File: config.mk
export PLATFORM = sky130hd
export DESIGN_NAME = power_spectrum
export DESIGN_NICKNAME = d
export VERILOG_FILES = /design/src/rtl/lms_pkg.sv /design/src/rtl/power_spectrum_sq_sum.sv /design/src/rtl/power_spectrum.sv
export SDC_FILE = /design/constraint.sdc
export NUM_CORES = 1
export LEC_CHECK = 0
export CAP_MARGIN = 15
export CORE_AREA = 2 2 230 232
export DETAILED_ROUTE_END_ITERATION = 8
export DIE_AREA = 0 0 232 234
export DONT_BUFFER_PORTS = 1
export GPL_TIMING_DRIVEN = 0
export PLACE_DENSITY = 0.55
export REMOVE_ABC_BUFFERS = 1
export SLEW_MARGIN = 20
export SYNTH_ARGS = -nofsm -noshare
export SYNTH_HDL_FRONTEND = slang
export SYNTH_SLANG_ARGS = --single-unit
File: constraint.sdc
create_clock -name clk -period 7.2 [get_ports clk]
set_clock_uncertainty 0.2 [all_clocks]
set_input_delay 0.36 -clock clk [delete_from_list [all_inputs] [get_ports clk]]
set_output_delay 0.36 -clock clk [all_outputs]
set_load 0.02 [all_outputs]
File: src/rtl/lms_pkg.sv
// Constants and width helpers shared along the log-mel chain.
package lms_pkg;

   localparam int DEF_I_BW  = 14;
   localparam int DEF_FFT_N = 512;

   function automatic int bin_w(input int fft_n);
      return $clog2(fft_n);
   endfunction

   function automatic int half_bin(input int fft_n);
      return fft_n / 2;
   endfunction

endpackage

File: src/rtl/power_spectrum_sq_sum.sv
// re^2 + im^2 datapath: squares in the first stage, sum in the second; fixed 2-cycle latency.
module sq_sum
#(
   parameter int I_BW = 14
)(
   input  logic                  clk,
   input  logic                  rst,
   input  logic                  di_en,
   input  logic [I_BW-1:0]       di_re,
   input  logic [I_BW-1:0]       di_im,
   output logic                  do_en,
   output logic [2*I_BW-1:0]     do_sum
);

   logic signed [2*I_BW-1:0] re_ext;
   logic signed [2*I_BW-1:0] im_ext;
   logic signed [2*I_BW-1:0] re_prod;
   logic signed [2*I_BW-1:0] im_prod;

   logic                     v2;
   logic [2*I_BW-2:0]        sq_re;
   logic [2*I_BW-2:0]        sq_im;

   always_comb begin
      re_ext  = $signed({{I_BW{di_re[I_BW-1]}}, di_re});
      im_ext  = $signed({{I_BW{di_im[I_BW-1]}}, di_im});
      re_prod = re_ext * re_ext;
      im_prod = im_ext * im_ext;
   end

   // Squares are non-negative and at most 2^(2*I_BW-2), so the top bit of the product is always 0.
   always_ff @(posedge clk) begin
      if (!rst) begin
         v2     <= 1'b0;
         sq_re  <= '0;
         sq_im  <= '0;
         do_en  <= 1'b0;
         do_sum <= '0;
      end else begin
         v2    <= di_en;
         do_en <= v2;
         if (di_en) begin
            sq_re <= re_prod[2*I_BW-2:0];
            sq_im <= im_prod[2*I_BW-2:0];
         end
         if (v2)
            do_sum <= {1'b0, sq_re} + {1'b0, sq_im};
      end
   end

endmodule

File: src/rtl/power_spectrum.sv
// Power spectrum |X|^2 of the non-redundant FFT bins, tagged with bin and frame indices.
module power_spectrum
   import lms_pkg::*;
#(
   parameter int I_BW  = DEF_I_BW,
   parameter int FFT_N = DEF_FFT_N,
   parameter int O_BW  = 28,
   parameter int F_BW  = 8
)(
   input  logic                       clk,
   input  logic                       rst,
   input  logic                       di_en,
   input  logic [I_BW-1:0]            di_re,
   input  logic [I_BW-1:0]            di_im,
   input  logic                       frm_clr,
   output logic                       do_en,
   output logic [O_BW-1:0]            do_pow,
   output logic [bin_w(FFT_N)-1:0]    do_bin,
   output logic                       do_sof,
   output logic                       do_eof,
   output logic [F_BW-1:0]            do_frame
);

   localparam int              B_W  = bin_w(FFT_N);
   localparam logic [B_W-1:0]  LAST = B_W'(FFT_N - 1);
   localparam logic [B_W-1:0]  HALF = B_W'(half_bin(FFT_N));

   logic [B_W-1:0]    cnt;
   logic [F_BW-1:0]   frame;
   logic [B_W-1:0]    tag_bin;
   logic [F_BW-1:0]   tag_frame;

   logic              s1_en;
   logic              s1_keep;
   logic [I_BW-1:0]   s1_re;
   logic [I_BW-1:0]   s1_im;
   logic [B_W-1:0]    s1_bin;
   logic [F_BW-1:0]   s1_frame;

   logic              v2;
   logic [B_W-1:0]    s2_bin;
   logic [F_BW-1:0]   s2_frame;

   logic              sq_en;
   logic [2*I_BW-1:0] sq_val;

   // A resync sample opens the next frame unless the counter already sits at bin 0.
   always_comb begin
      tag_bin   = cnt;
      tag_frame = frame;
      if (frm_clr) begin
         tag_bin = '0;
         if (cnt != '0)
            tag_frame = frame + F_BW'(1);
      end
   end

   always_ff @(posedge clk) begin
      if (!rst) begin
         cnt   <= '0;
         frame <= '0;
      end else if (frm_clr) begin
         cnt <= di_en ? B_W'(1) : '0;
         if (cnt != '0)
            frame <= frame + F_BW'(1);
      end else if (di_en) begin
         if (cnt == LAST) begin
            cnt   <= '0;
            frame <= frame + F_BW'(1);
         end else begin
            cnt <= cnt + B_W'(1);
         end
      end
   end

   always_ff @(posedge clk) begin
      if (!rst) begin
         s1_en    <= 1'b0;
         s1_keep  <= 1'b0;
         s1_re    <= '0;
         s1_im    <= '0;
         s1_bin   <= '0;
         s1_frame <= '0;
      end else begin
         s1_en <= di_en;
         if (di_en) begin
            s1_keep  <= (tag_bin <= HALF);
            s1_re    <= di_re;
            s1_im    <= di_im;
            s1_bin   <= tag_bin;
            s1_frame <= tag_frame;
         end
      end
   end

   // Redundant bins are dropped before the datapath so outputs keep their last value.
   sq_sum #(
      .I_BW (I_BW)
   ) u_sq_sum (
      .clk    (clk),
      .rst    (rst),
      .di_en  (s1_en & s1_keep),
      .di_re  (s1_re),
      .di_im  (s1_im),
      .do_en  (sq_en),
      .do_sum (sq_val)
   );

   always_ff @(posedge clk) begin
      if (!rst) begin
         v2       <= 1'b0;
         s2_bin   <= '0;
         s2_frame <= '0;
         do_bin   <= '0;
         do_frame <= '0;
      end else begin
         v2 <= s1_en & s1_keep;
         if (s1_en & s1_keep) begin
            s2_bin   <= s1_bin;
            s2_frame <= s1_frame;
         end
         if (v2) begin
            do_bin   <= s2_bin;
            do_frame <= s2_frame;
         end
      end
   end

   assign do_en  = sq_en;
   assign do_pow = sq_val[2*I_BW-1 -: O_BW];
   assign do_sof = sq_en & (do_bin == '0);
   assign do_eof = sq_en & (do_bin == HALF);

endmodule

* After elaboration in Yosys (flattened, before gate mapping) *
Cells that the tools add are included.

operators by class
  add/subtract/negate cells = 3
  multipliers = 2
  $lt $le $gt $ge = 1
  eq/ne operators = 2
  multiplexer cells = 10
  bitwise operators = 3
  reduce and logical (&&, ||, !) cells = 5

operators by type and width
  operator                                                        count
  14-bit by 14-bit multiplier with 27-bit output                  2
  8-bit two-way mux                                               5
  9-bit two-way mux                                               4
  27-bit by 27-bit adder with 28-bit output                       1
  9-bit == test (second input constant)                           2
  9-bit by 1-bit adder with 9-bit output (second input constant)  1
  9-bit less-or-equal comparator (second input constant)          1
  9-bit zero test                                                 1
  9-bit nonzero test                                              1
  8-bit by 1-bit adder with 8-bit output (second input constant)  1
  2-bit nonzero test                                              2
  1-bit bitwise AND                                               3
  2-bit AND reduction                                             1
  1-bit two-way mux                                               1

word-level totals
  flip-flop bits (word level) = 182
  input bits = 32
  output and inout port bits = 48
  word-level logic and storage cells = 43

* Depth between registers and ports, before layout *
Gate-level depths: netlist of the first run.

  depth in word-level cells = 4
  gate-level depth with buffers = 26
  depth with buffers taken out = 24

* By module *
From an unflattened synthesis of the first run, not the netlist that was laid out.

second synthesis, totals
  cells, all modules = 2262
  area, all modules = 20906.3 um2

modules (own cells, without submodules)
  module          instances  cells each  area each (um2)  sequential area each (um2)
  sq_sum          1          1834        16978.8          1641.6
  power_spectrum  1          428         3927.5           1981.9

* Worst setup path before layout of the first run *
No wires, ideal clock.

  path kind = flip-flop to flip-flop
  from = reg s1_im[13]
  to = reg u_sq_sum.sq_im[24]
  library setup time = 116 ps
  data arrival time = 5811 ps
  data required time = 6884 ps
  path slack = 1072 ps
  cell stages (with the launch flop) = 20
  path buffers = 1
  period minus slack after synthesis = 6128 ps
  cell sequence = dfxtp_1 -> clkbuf_1 -> nand2_1 -> fa_1 -> inv_1 -> fa_1 -> inv_1 -> fa_1 -> fa_1 -> fa_1 -> inv_1 -> fa_1 -> ha_1 -> and3_1 -> and3_1 -> a211o_1 -> a21oi_1 -> a21boi_0 -> mux2i_1 -> a31o_2

on the way
  word-level cells in the longest chain between the ends = 1

RTL lines
  element                                         line                         RTL
  start, declared                                 power_spectrum.sv:36         logic [I_BW-1:0] s1_im;
  start signal, assigned                          power_spectrum.sv:89         s1_im <= di_im;
  14-bit by 14-bit multiplier with 27-bit output  power_spectrum_sq_sum.sv:28  im_prod = im_ext * im_ext;
  end signal, assigned                            power_spectrum_sq_sum.sv:44  sq_im <= im_prod[2*I_BW-2:0];
  end, declared                                   power_spectrum_sq_sum.sv:22  logic [2*I_BW-2:0] sq_im;

Every way passes these cells.
A chain may end at the register's enable or synchronous reset.

* Final worst setup path of the first run *
  from = reg s1_re[3]
  to = reg u_sq_sum.sq_re[24]

on the way
  word-level cells in the longest chain between the ends = 1

RTL lines
  element                                         line                         RTL
  start, declared                                 power_spectrum.sv:35         logic [I_BW-1:0] s1_re;
  start signal, assigned                          power_spectrum.sv:88         s1_re <= di_re;
  14-bit by 14-bit multiplier with 27-bit output  power_spectrum_sq_sum.sv:27  re_prod = re_ext * re_ext;
  end signal, assigned                            power_spectrum_sq_sum.sv:43  sq_re <= re_prod[2*I_BW-2:0];
  end, declared                                   power_spectrum_sq_sum.sv:21  logic [2*I_BW-2:0] sq_re;

Every way passes these cells.

==> flow_summary.ini, run 1 <==
[outcome]
outcome = finished, final reports clean

[layout]
final.fill_count = 5247
n_antenna_cell = 0
syn_to_final_growth_pct = 7.76
final_common_cell = inv_1
layout_common_cells = inv_1, fa_1, nand2_1, dfxtp_1, ha_1
layout.nets = 2791
drive_above_1_share_pct = 2.81
design_area_um2 = 22100

[floorplan]
io_pins = 80
die_h_um = 234
initial_core_util_pct = 39.5
dieArea_um2 = 54300
coreArea_um2 = 52000
die_x_um = 232
rows = 84

[timing]
setup_viol = 0
period_needed_ns = 6.90
fmax_mhz = 145
layout_setup_ws_ns = 0.296
finalCritPeriodShare_pct = 95.9
slew_viol_final = 0
rsz0062_at_grt = no
relSlewSlack_pct = 48.6
tightest_slew_ns = 0.770
fin_tns_setup_ns = 0
hold_slack_ns = 0.0459
hold_violations = 0

[clock_tree]
cts_root_buffer = clkbuf_16
cts_tree = yes
clkTransAtPathRegs_ns = 0.08
clk_latency_ns = 0.49
cts_sinks = 180
cts_buffers = 17
htree_levels = 4
cts_buffer_depth = 2

[yosys]
netlist_instances = 2291
synth-simple-area-share_pct = 14.0
synthFlopType = dfxtp_1
synth_compound_area_share_pct = 7.86
synth-xor-area-share_pct = 4.14
async_reset_ff_share_pct = 0
synth_top_family_by_area = adder cells
yosys.area.top_type = fa_1
syn_area_per_cell_um2 = 8.97
ys_ff_latch = 180
seq_area_frac_synth_pct = 17.5
synth_edf_count = 0
yosys_warnings = 0
synthMuxAreaShare_pct = 3.29
netlist_area_um2 = 20500
ys_types = 58
ys_top_cells_by_area = fa_1, dfxtp_1, ha_1
synth_fa_ha_area_share_pct = 42.7
synth_top_cell_area_share_pct = 33.2

[power_and_ir_drop]
seqPwrFrac_pct = 34.4
p_comb_share_pct = 35.5
power.density_nw_per_um2 = 143
p_sw_mw = 1.20
p_leak_nw = 10.8
cell_internal_pwr_mw = 1.97
clkPwrFrac_pct = 30.1
swShare_pct = 37.8
ir_drop_v = 0.000202
finalPower_mw = 3.17

[global_routing]
grt_pass1_wl_um = 73500
grt_pass1_vias = 14886
overflow = 0
grt_usage_pct = 17.1
grt_max_degree = 97
antenna_found_initial = 0

[critical_path]
critPathSlowestCell = dfxtp_1
critPathLaunch = s1_re[3]$_SDFFE_PN0P_
path_class = flip-flop to flip-flop
endpoint_kind = flip-flop
r2r_cells = 22
cp_slowest_stage_delay_ns = 0.79
r2r-start = s1_re[3]$_SDFFE_PN0P_
crit_chain = nand2_1, fa_1, inv_1, fa_1, fa_1, inv_1, fa_1, inv_1, fa_1, inv_1, fa_1, inv_1, ha_1, nand2_1, o21ai_0, nand3b_1, a211oi_1, o211ai_1, nand2b_1, a21oi_1, or4_1, nand3_1
regToRegSetupSlack_ns = 0.30
cp.arrival_ns = 7.13
cp-start-kind = flip-flop
cp.required_ns = 7.42
cp_max_fo = 16
r2r-end = u_sq_sum.sq_re[24]$_SDFFE_PN0P_
endpoint = u_sq_sum.sq_re[24]$_SDFFE_PN0P_
crit_path_frequent_cell = fa_1

[routing]
wl_um = 43200
vias_per_cell = 4.87
drc = 0
avgRoutedWirePerCell_um = 14.6
vias = 14422
firstDrtPassIters = 4
drt_iter0_drc = 558
postRouteAntennaNets = 0

[run]
maxCapViolCount = 0

[placement]
gp_congestion = 0.820
place_hpwl_um = 34000
place_ws_ns = 0.246
placement.cell_area_um2 = 21200
numPortBuffers = 0

[min_path]
min_path_type = primary input to flip-flop
[worst max-delay path, delay by kind of cell (launching register included)]
family / cells / cell delay, ns
adders and majority gates: 7 / 3.36
and+or+nand+nor: 6 / 1.09
DFF: 1 / 0.79
AOI/OAI and AO/OA: 4 / 1.16
buffers and inverters: 5 / 0.26
[worst min path at each step]
stage	depth (start not counted)	to	start	slack, ns
global route	3	u_sq_sum.sq_im[18]$_SDFFE_PN0P_	rst	0.04
CTS	3	u_sq_sum.sq_im[18]$_SDFFE_PN0P_	rst	0.01
floorplan	2	s2_frame[0]$_SDFFE_PN0P_	s1_frame[0]$_SDFFE_PN0P_	0.23
global placement	2	s2_frame[0]$_SDFFE_PN0P_	s1_frame[0]$_SDFFE_PN0P_	0.24
finish	3	cnt[5]$_SDFFE_PN0P_	di_en	0.05
detailed placement	2	s2_frame[0]$_SDFFE_PN0P_	s1_frame[0]$_SDFFE_PN0P_	0.24
[stage by stage]
stage / utilization (%) / instances
after global routing: 42.6 / 2963
after detailed placement: 40.7 / 2897
after global placement: 40.5 / 2894
final: 42.6 / 2963
after CTS: 42.5 / 2963
after floorplan: - / 2206
[metal layers]
layer  track usage (%)  up-vias  part of all wire [%]
met2              29.3      140                    49
met3              3.34       28                   3.8
met5                 0        -                     0
met4              4.09        0                   1.3
li1                  -     7010                     -
met1              22.1     7244                    46
[cell type report]
| cell class | instances | area, µm² | share of cell area [%] |
|---|---|---|---|
| multi-input combinational | 1540 | 14800 | 66.9 |
| clock inverter | 15 | 159 | 0.718 |
| tap | 688 | 861 | 3.89 |
| inverter | 486 | 1830 | 8.26 |
| clock buffer | 17 | 425 | 1.92 |
| timing repair buffer | 37 | 443 | 2.00 |
| sequential | 180 | 3610 | 16.3 |
[synthesized netlist by cell type (4+ instances only)]
library cell	instances
nor3_1	11
a211o_1	4
a31oi_1	7
clkbuf_1	76
o2111ai_1	5
a211oi_1	21
nand2b_1	25
xor2_1	40
ha_1	156
a21o_1	17
o21a_1	5
fa_1	341
nor4_1	6
nand3_1	27
and2_1	75
o21ai_1	5
xnor2_1	57
mux2i_1	63
buf_1	9
mux2_2	4
or2_2	4
dfxtp_1	180
o21ai_0	49
nor2b_1	26
o211ai_1	7
nor2_1	150
nand3b_1	19
nand2_1	236
a21oi_1	109
and3_1	14
o21bai_1	5
inv_1	486
or3_1	12
nand4_1	6
[flip-flops by register name, indices dropped and copies added, names as in the netlist, 9 cells and up]
register and count:
s2_bin 9, s1_bin 9, do_bin 9, u_sq_sum.sq_im 26, u_sq_sum.do_sum 28, s1_re 14
cnt 9, u_sq_sum.sq_re 26, s1_im 14
[logic make-up (layout without fill, tap and decap cells)]
family | Yosys count | in the layout
mux | 67 | 67
compound gates | 262 | 262
flops | 180 | 180
simple gates | 617 | 617
buf+inv | 571 | 555
xor+xnor | 97 | 97
fa+ha+maj | 497 | 497
[power by group through the flow]
stage	Combinational [mW]	Clock [mW]	Sequential (mW)
floorplan	0.902	0	1.08
global placement	1.09	0	1.12
detailed placement	1.12	0	1.12
CTS	1.15	0.995	1.09
global route	1.32	1.03	1.10
finish	1.13	0.954	1.09
[what timing repair did]
action / 4_1_cts / 5_1_grt
hold buffers: 34 / 0
buffers inserted: 0 / 0
resized for setup: 0 / 6
endpoints found under the setup margin: 0 / 8
endpoints found under the hold margin: 77 / 0
(Power assumes the default switching activity.)
==> inputs of run 2 (changes only) <==
--- a/config.mk
+++ b/config.mk
@@ -6,9 +6,9 @@
 export NUM_CORES = 1
 export LEC_CHECK = 0
 export CAP_MARGIN = 15
-export CORE_AREA = 2 2 230 232
+export CORE_AREA = 2 2 164 326
 export DETAILED_ROUTE_END_ITERATION = 8
-export DIE_AREA = 0 0 232 234
+export DIE_AREA = 0 0 166 328
 export DONT_BUFFER_PORTS = 1
 export GPL_TIMING_DRIVEN = 0
 export PLACE_DENSITY = 0.55
==> flow_summary.ini, run 2 (synthesis results as in run 1) <==
[power_and_ir_drop]
seqPwrFrac_pct = 34.0
p_sw_mw = 1.22
clkPwrFrac_pct = 29.7
swShare_pct = 38.0
cell_internal_pwr_mw = 2.00
p_leak_nw = 10.8
p_comb_share_pct = 36.3
finalPower_mw = 3.22
power.density_nw_per_um2 = 146
ir_drop_v = 0.000169

[timing]
rsz0062_at_grt = no
fmax_mhz = 146
layout_setup_ws_ns = 0.355
tightest_slew_ns = 0.786
relSlewSlack_pct = 47.5
period_needed_ns = 6.85
setup_viol = 0
finalCritPeriodShare_pct = 95.1
slew_viol_final = 0
hold_violations = 0

[clock_tree]
cts_tree = yes
clkTransAtPathRegs_ns = 0.08
htree_levels = 4
cts_root_buffer = clkbuf_16
cts_sinks = 180
clk_latency_ns = 0.46
post-cts-setup-buffer-count = 0
cts_buffer_depth = 2
cts_buffers = 17

[layout]
layout.nets = 2789
largest_register_ffs = 28
layout_common_cells = inv_1, fa_1, nand2_1, dfxtp_1, ha_1
n_antenna_cell = 0
top_regs = u_sq_sum.do_sum x28, u_sq_sum.sq_im x26, u_sq_sum.sq_re x26
syn_to_final_growth_pct = 7.67
final.fill_count = 5152
design_area_um2 = 22100
regMostFlops = u_sq_sum.do_sum
drive_above_1_share_pct = 2.86
final_common_cell = inv_1
multi_input_area_um2 = 14800
register_area_um2 = 3610

[routing]
postRouteAntennaNets = 0
avgRoutedWirePerCell_um = 15.9
wl_um = 46600
firstDrtPassIters = 5
drc = 0
vias = 14465
vias_per_cell = 4.93
drt_iter0_drc = 567

[floorplan]
initial_core_util_pct = 39.6
die_x_um = 166
dieArea_um2 = 54400
rows = 118
io_pins = 80
coreArea_um2 = 51800
die_h_um = 328

[global_routing]
overflow = 0
antenna_found_initial = 0
grt_pass1_wl_um = 78200
grt_usage_pct = 17.8
grt_max_degree = 100
grt_pass1_vias = 15877

[min_path]
hp-start = rst
holdPathStages = 2
holdPathEnd = u_sq_sum.do_sum[25]$_SDFFE_PN0P_
min_path_type = primary input to flip-flop

[critical_path]
cp-start-kind = flip-flop
regToRegSetupSlack_ns = 0.35
cp.arrival_ns = 7.03
r2r-end = u_sq_sum.sq_re[24]$_SDFFE_PN0P_
r2r_cells = 21
path_class = flip-flop to flip-flop
cp.required_ns = 7.39
endpoint_kind = flip-flop
r2r-start = s1_re[3]$_SDFFE_PN0P_
cp_max_fo = 16

[placement]
gp_congestion = 0.850
place_ws_ns = 0.0512
placement.cell_area_um2 = 21200
numPortBuffers = 0
place_hpwl_um = 37900

[outcome]
outcome = finished, final reports clean

[run]
maxCapViolCount = 0
[run 2: cell count changes in the layout (fill, tap and decap cells not counted), sizes merged]
cell and delta:
inv -1, dlygate4sd3 -2, clkinvlp -1, clkinv +2
[run 2: power groups by stage]
| stage | Sequential [mW] | Combinational, mW | Clock [mW] |
|---|---|---|---|
| 6_report | 1.09 | 1.17 | 0.957 |
| 5_1_grt | 1.10 | 1.36 | 1.02 |
| 4_1_cts | 1.09 | 1.20 | 0.986 |
| 3_5_place_dp | 1.12 | 1.15 | 0 |
| 3_3_place_gp | 1.12 | 1.13 | 0 |
| 2_1_floorplan | 1.08 | 0.902 | 0 |
[run 2: per-stage QoR]
stage	hold WS [ns]	utilization [%]	cells	setup TNS [ns]
floorplan	0.232	-	2206	0
global placement	0.239	40.6	2866	-0.00355
detailed placement	0.245	40.8	2869	0
CTS	0.0181	42.7	2933	0
global route	0.0239	42.7	2933	0
finish	0.0305	42.7	2933	0
[run 2: worst max-delay path by stage]
stage	start	endpoint	slack (ns)	depth (start not counted)
final	s1_re[3]$_SDFFE_PN0P_	u_sq_sum.sq_re[24]$_SDFFE_PN0P_	0.35	21
after global routing	s1_im[3]$_SDFFE_PN0P_	u_sq_sum.sq_im[24]$_SDFFE_PN0P_	0.05	19
after CTS	s1_im[13]$_SDFFE_PN0P_	u_sq_sum.sq_im[24]$_SDFFE_PN0P_	0.01	18
after detailed placement	s1_im[13]$_SDFFE_PN0P_	u_sq_sum.sq_im[24]$_SDFFE_PN0P_	0.05	18
after global placement	s1_im[13]$_SDFFE_PN0P_	u_sq_sum.sq_im[22]$_SDFFE_PN0P_	-0.004	18
after floorplan	s1_im[13]$_SDFFE_PN0P_	u_sq_sum.sq_im[22]$_SDFFE_PN0P_	0.99	18
[run 2: critical path, stage by stage, from the launching register on]
cell	delay (ns)
dfxtp_1	0.80
and2_1	0.27
inv_1	0.07
fa_1	0.44
fa_1	0.49
fa_1	0.56
inv_1	0.05
fa_1	0.46
fa_1	0.50
inv_1	0.05
fa_1	0.49
inv_1	0.05
ha_1	0.36
and3_1	0.26
nand2_1	0.06
nand3b_1	0.20
a211oi_1	0.49
o211ai_1	0.24
nand2b_1	0.16
a21oi_1	0.10
or4_1	0.40
nand3_1	0.09
[run 2: metal layers]
layer  up-vias  global-route usage [%]  share of wire, %
met5         -                       0                 0
met4         0                    7.09               3.7
met3        78                    1.61               1.9
met2       182                    35.9                57
met1      7197                    18.6                37
li1       7008                       -                 -
[run 2: area by class of cell]
cell class,instances,share of cell area [%]
clock buffers,17,1.92
clock inverters,15,0.826
inverters,486,8.27
multi-input cells,1540,67.0
flip-flops and latches,180,16.3
well taps,660,3.73
repair buffers,35,1.95
[run 2: repair_timing]
item / CTS / global route
endpoints found under the hold margin: 79 / 0
gates resized for setup: 0 / 7
endpoints found under the setup margin: 0 / 11
hold buffers: 32 / 0
==> inputs of run 3 (changes only) <==
--- a/config.mk
+++ b/config.mk
@@ -5,10 +5,11 @@
 export SDC_FILE = /design/constraint.sdc
 export NUM_CORES = 1
 export LEC_CHECK = 0
+export ABC_AREA = 1
 export CAP_MARGIN = 15
-export CORE_AREA = 2 2 164 326
+export CORE_AREA = 2 2 173 344
 export DETAILED_ROUTE_END_ITERATION = 8
-export DIE_AREA = 0 0 166 328
+export DIE_AREA = 0 0 175 346
 export DONT_BUFFER_PORTS = 1
 export GPL_TIMING_DRIVEN = 0
 export PLACE_DENSITY = 0.55
==> flow_summary.ini, run 3 <==
[outcome]
outcome = finished, final reports clean

[clock_tree]
cts_root_buffer = clkbuf_16
htree_levels = 4
cts_tree = yes
clk_latency_ns = 0.47
clkTransAtPathRegs_ns = 0.09
cts_sinks = 180
cts_buffers = 17
cts_buffer_depth = 2
ctsResizeCount = 0

[timing]
hold_slack_ns = 0.0430
relSlewSlack_pct = 28.4
setup_viol = 0
tightest_slew_ns = 1.07
slew_viol_final = 0
fmax_mhz = 151
rsz0062_at_grt = no
period_needed_ns = 6.61
hold_violations = 0
fin_tns_setup_ns = 0
finalCritPeriodShare_pct = 91.8
layout_setup_ws_ns = 0.593

[layout]
top_regs = u_sq_sum.do_sum x28, u_sq_sum.sq_im x26, u_sq_sum.sq_re x26
design_area_um2 = 24500
final_common_cell = inv_1
syn_to_final_growth_pct = 7.02
drive_above_1_share_pct = 2.90
layout_common_cells = inv_1, nand2_1, fa_1, nor2_1, dfxtp_1
fin_util_pct = 42.2
layout.cells.non_filler = 3896
largest_register_ffs = 28
layout.nets = 3650
n_antenna_cell = 0
regMostFlops = u_sq_sum.do_sum

[power_and_ir_drop]
finalPower_mw = 4.94
p_leak_nw = 14.0
ir_drop_v = 0.000191
power.density_nw_per_um2 = 202

[floorplan]
initial_core_util_pct = 39.5
die_h_um = 346
dieArea_um2 = 60600
coreArea_um2 = 58000
die_x_um = 175
rows = 125
io_pins = 80

[critical_path]
crit_chain = nand2_1, fa_1, inv_1, fa_1, inv_1, fa_1, inv_1, fa_1, inv_1, fa_1, fa_1, inv_1, ha_1, nand2_1, inv_1, nand3_1, nor2_1, nand4_1, nand4_1, nand3_1, nand2_1, inv_1
cp-start-kind = flip-flop
path_class = flip-flop to flip-flop
cp_max_fo = 19
crit_path_frequent_cell = inv_1
cp_num_buf_inv = 7
critPathSlowestCell = dfxtp_1
endpoint_kind = flip-flop
cp.required_ns = 7.36
cp_top_family = adder cells
cp_slowest_stage_delay_ns = 0.89
cp.arrival_ns = 6.77

[global_routing]
overflow = 0
grt_usage_pct = 21.1
grt_max_degree = 143
antenna_found_initial = 1
grt_pass1_vias = 19889
grt_pass1_wl_um = 101000

[routing]
avgRoutedWirePerCell_um = 15.8
wl_um = 61700
vias = 18859
postRouteAntennaNets = 0
drt_iter0_drc = 876
firstDrtPassIters = 6
drc = 0
vias_per_cell = 4.84

[placement]
place_inst = 3830
place_ws_ns = 0.573
numPortBuffers = 0
placement.cell_area_um2 = 23500
place_hpwl_um = 50600
gp_congestion = 0.925

[yosys]
seq_area_frac_synth_pct = 15.7
netlist_instances = 3152
netlist_area_um2 = 22900
ys_types = 46
yosys_warnings = 0
synthTopCellsByCount = inv_1, nand2_1, fa_1
synth_edf_count = 0
synth_most_common_cell = inv_1
yosys.area.top_type = fa_1
syn_area_per_cell_um2 = 7.26
synth_top_cell_area_share_pct = 29.8
async_reset_ff_share_pct = 0
ys_top_cells_by_area = fa_1, dfxtp_1, inv_1
synthFlopType = dfxtp_1
ys_ff_latch = 180

[run]
maxCapViolCount = 0

[min_path]
min_path_type = primary input to flip-flop
==> run 3: cell types whose count changed after synthesis, moves of 25 or more <==
cell      change
xnor2_1      -45
nand3_1     +102
nor2b_1      -26
and2_1       -75
mux2i_1      -63
nand2b_1     -25
o21ai_0      +85
nor2_1      +137
nand4_1      +34
inv_1       +326
nand2_1     +471
==> run 3: repair_timing <==
action	in CTS	in global routing
setup buffers	0	0
endpoints found under the hold margin	148	0
hold buffers	34	0
==> run 3: logic make-up after synthesis <==
| group | Yosys count | synth area share [%] |
|---|---|---|
| and+or+nand+nor | 1222 | 22.1 |
| buffers and inverters | 906 | 14.9 |
| adders and majority gates | 497 | 38.3 |
| AOI/OAI and AO/OA | 307 | 7.37 |
| DFF | 180 | 15.7 |
| xor gates and xnor gates | 40 | 1.53 |
==> run 3: area by class of cell <==
class                           instances  area (µm²)
Timing Repair Buffer                   35         388
Inverter                              821        3090
Tap cell                              762         953
Clock buffer                           18         429
Clock inverter                         14         161
Sequential cell                       180        3610
Fill cell                            6072       33500
Multi-Input combinational cell       2066       15900
==> run 3: path summary, 6_finish.rpt <==
check | start | to | slack (ns) | depth (start not counted)
hold / removal | di_en | s1_bin[0]$_SDFFE_PN0P_ | 0.04 | 2
setup / recovery | s1_re[13]$_SDFFE_PN0P_ | u_sq_sum.sq_re[23]$_SDFFE_PN0P_ | 0.59 | 22
setup reg to reg | s1_re[13]$_SDFFE_PN0P_ | u_sq_sum.sq_re[23]$_SDFFE_PN0P_ | 0.59 | 22
hold reg to reg | s1_bin[8]$_SDFFE_PN0P_ | s1_bin[8]$_SDFFE_PN0P_ | 0.27 | 2
==> run 3: report_power, final <==
group          internal (mW)  leakage [nW]  switching, mW  total [mW]
logic                   1.03          12.3           1.78        2.81
clock network          0.469         0.286          0.510       0.979
registers               1.04          1.47          0.106        1.15
==> run 3: routing by layer <==
metal,track usage (%),vias to the layer above,wire [µm]
met2,42.6,360,35500
met1,21.2,9065,21700
met3,1.72,122,1450
li1,-,9312,-
met4,10.4,0,3130
met5,0,-,0
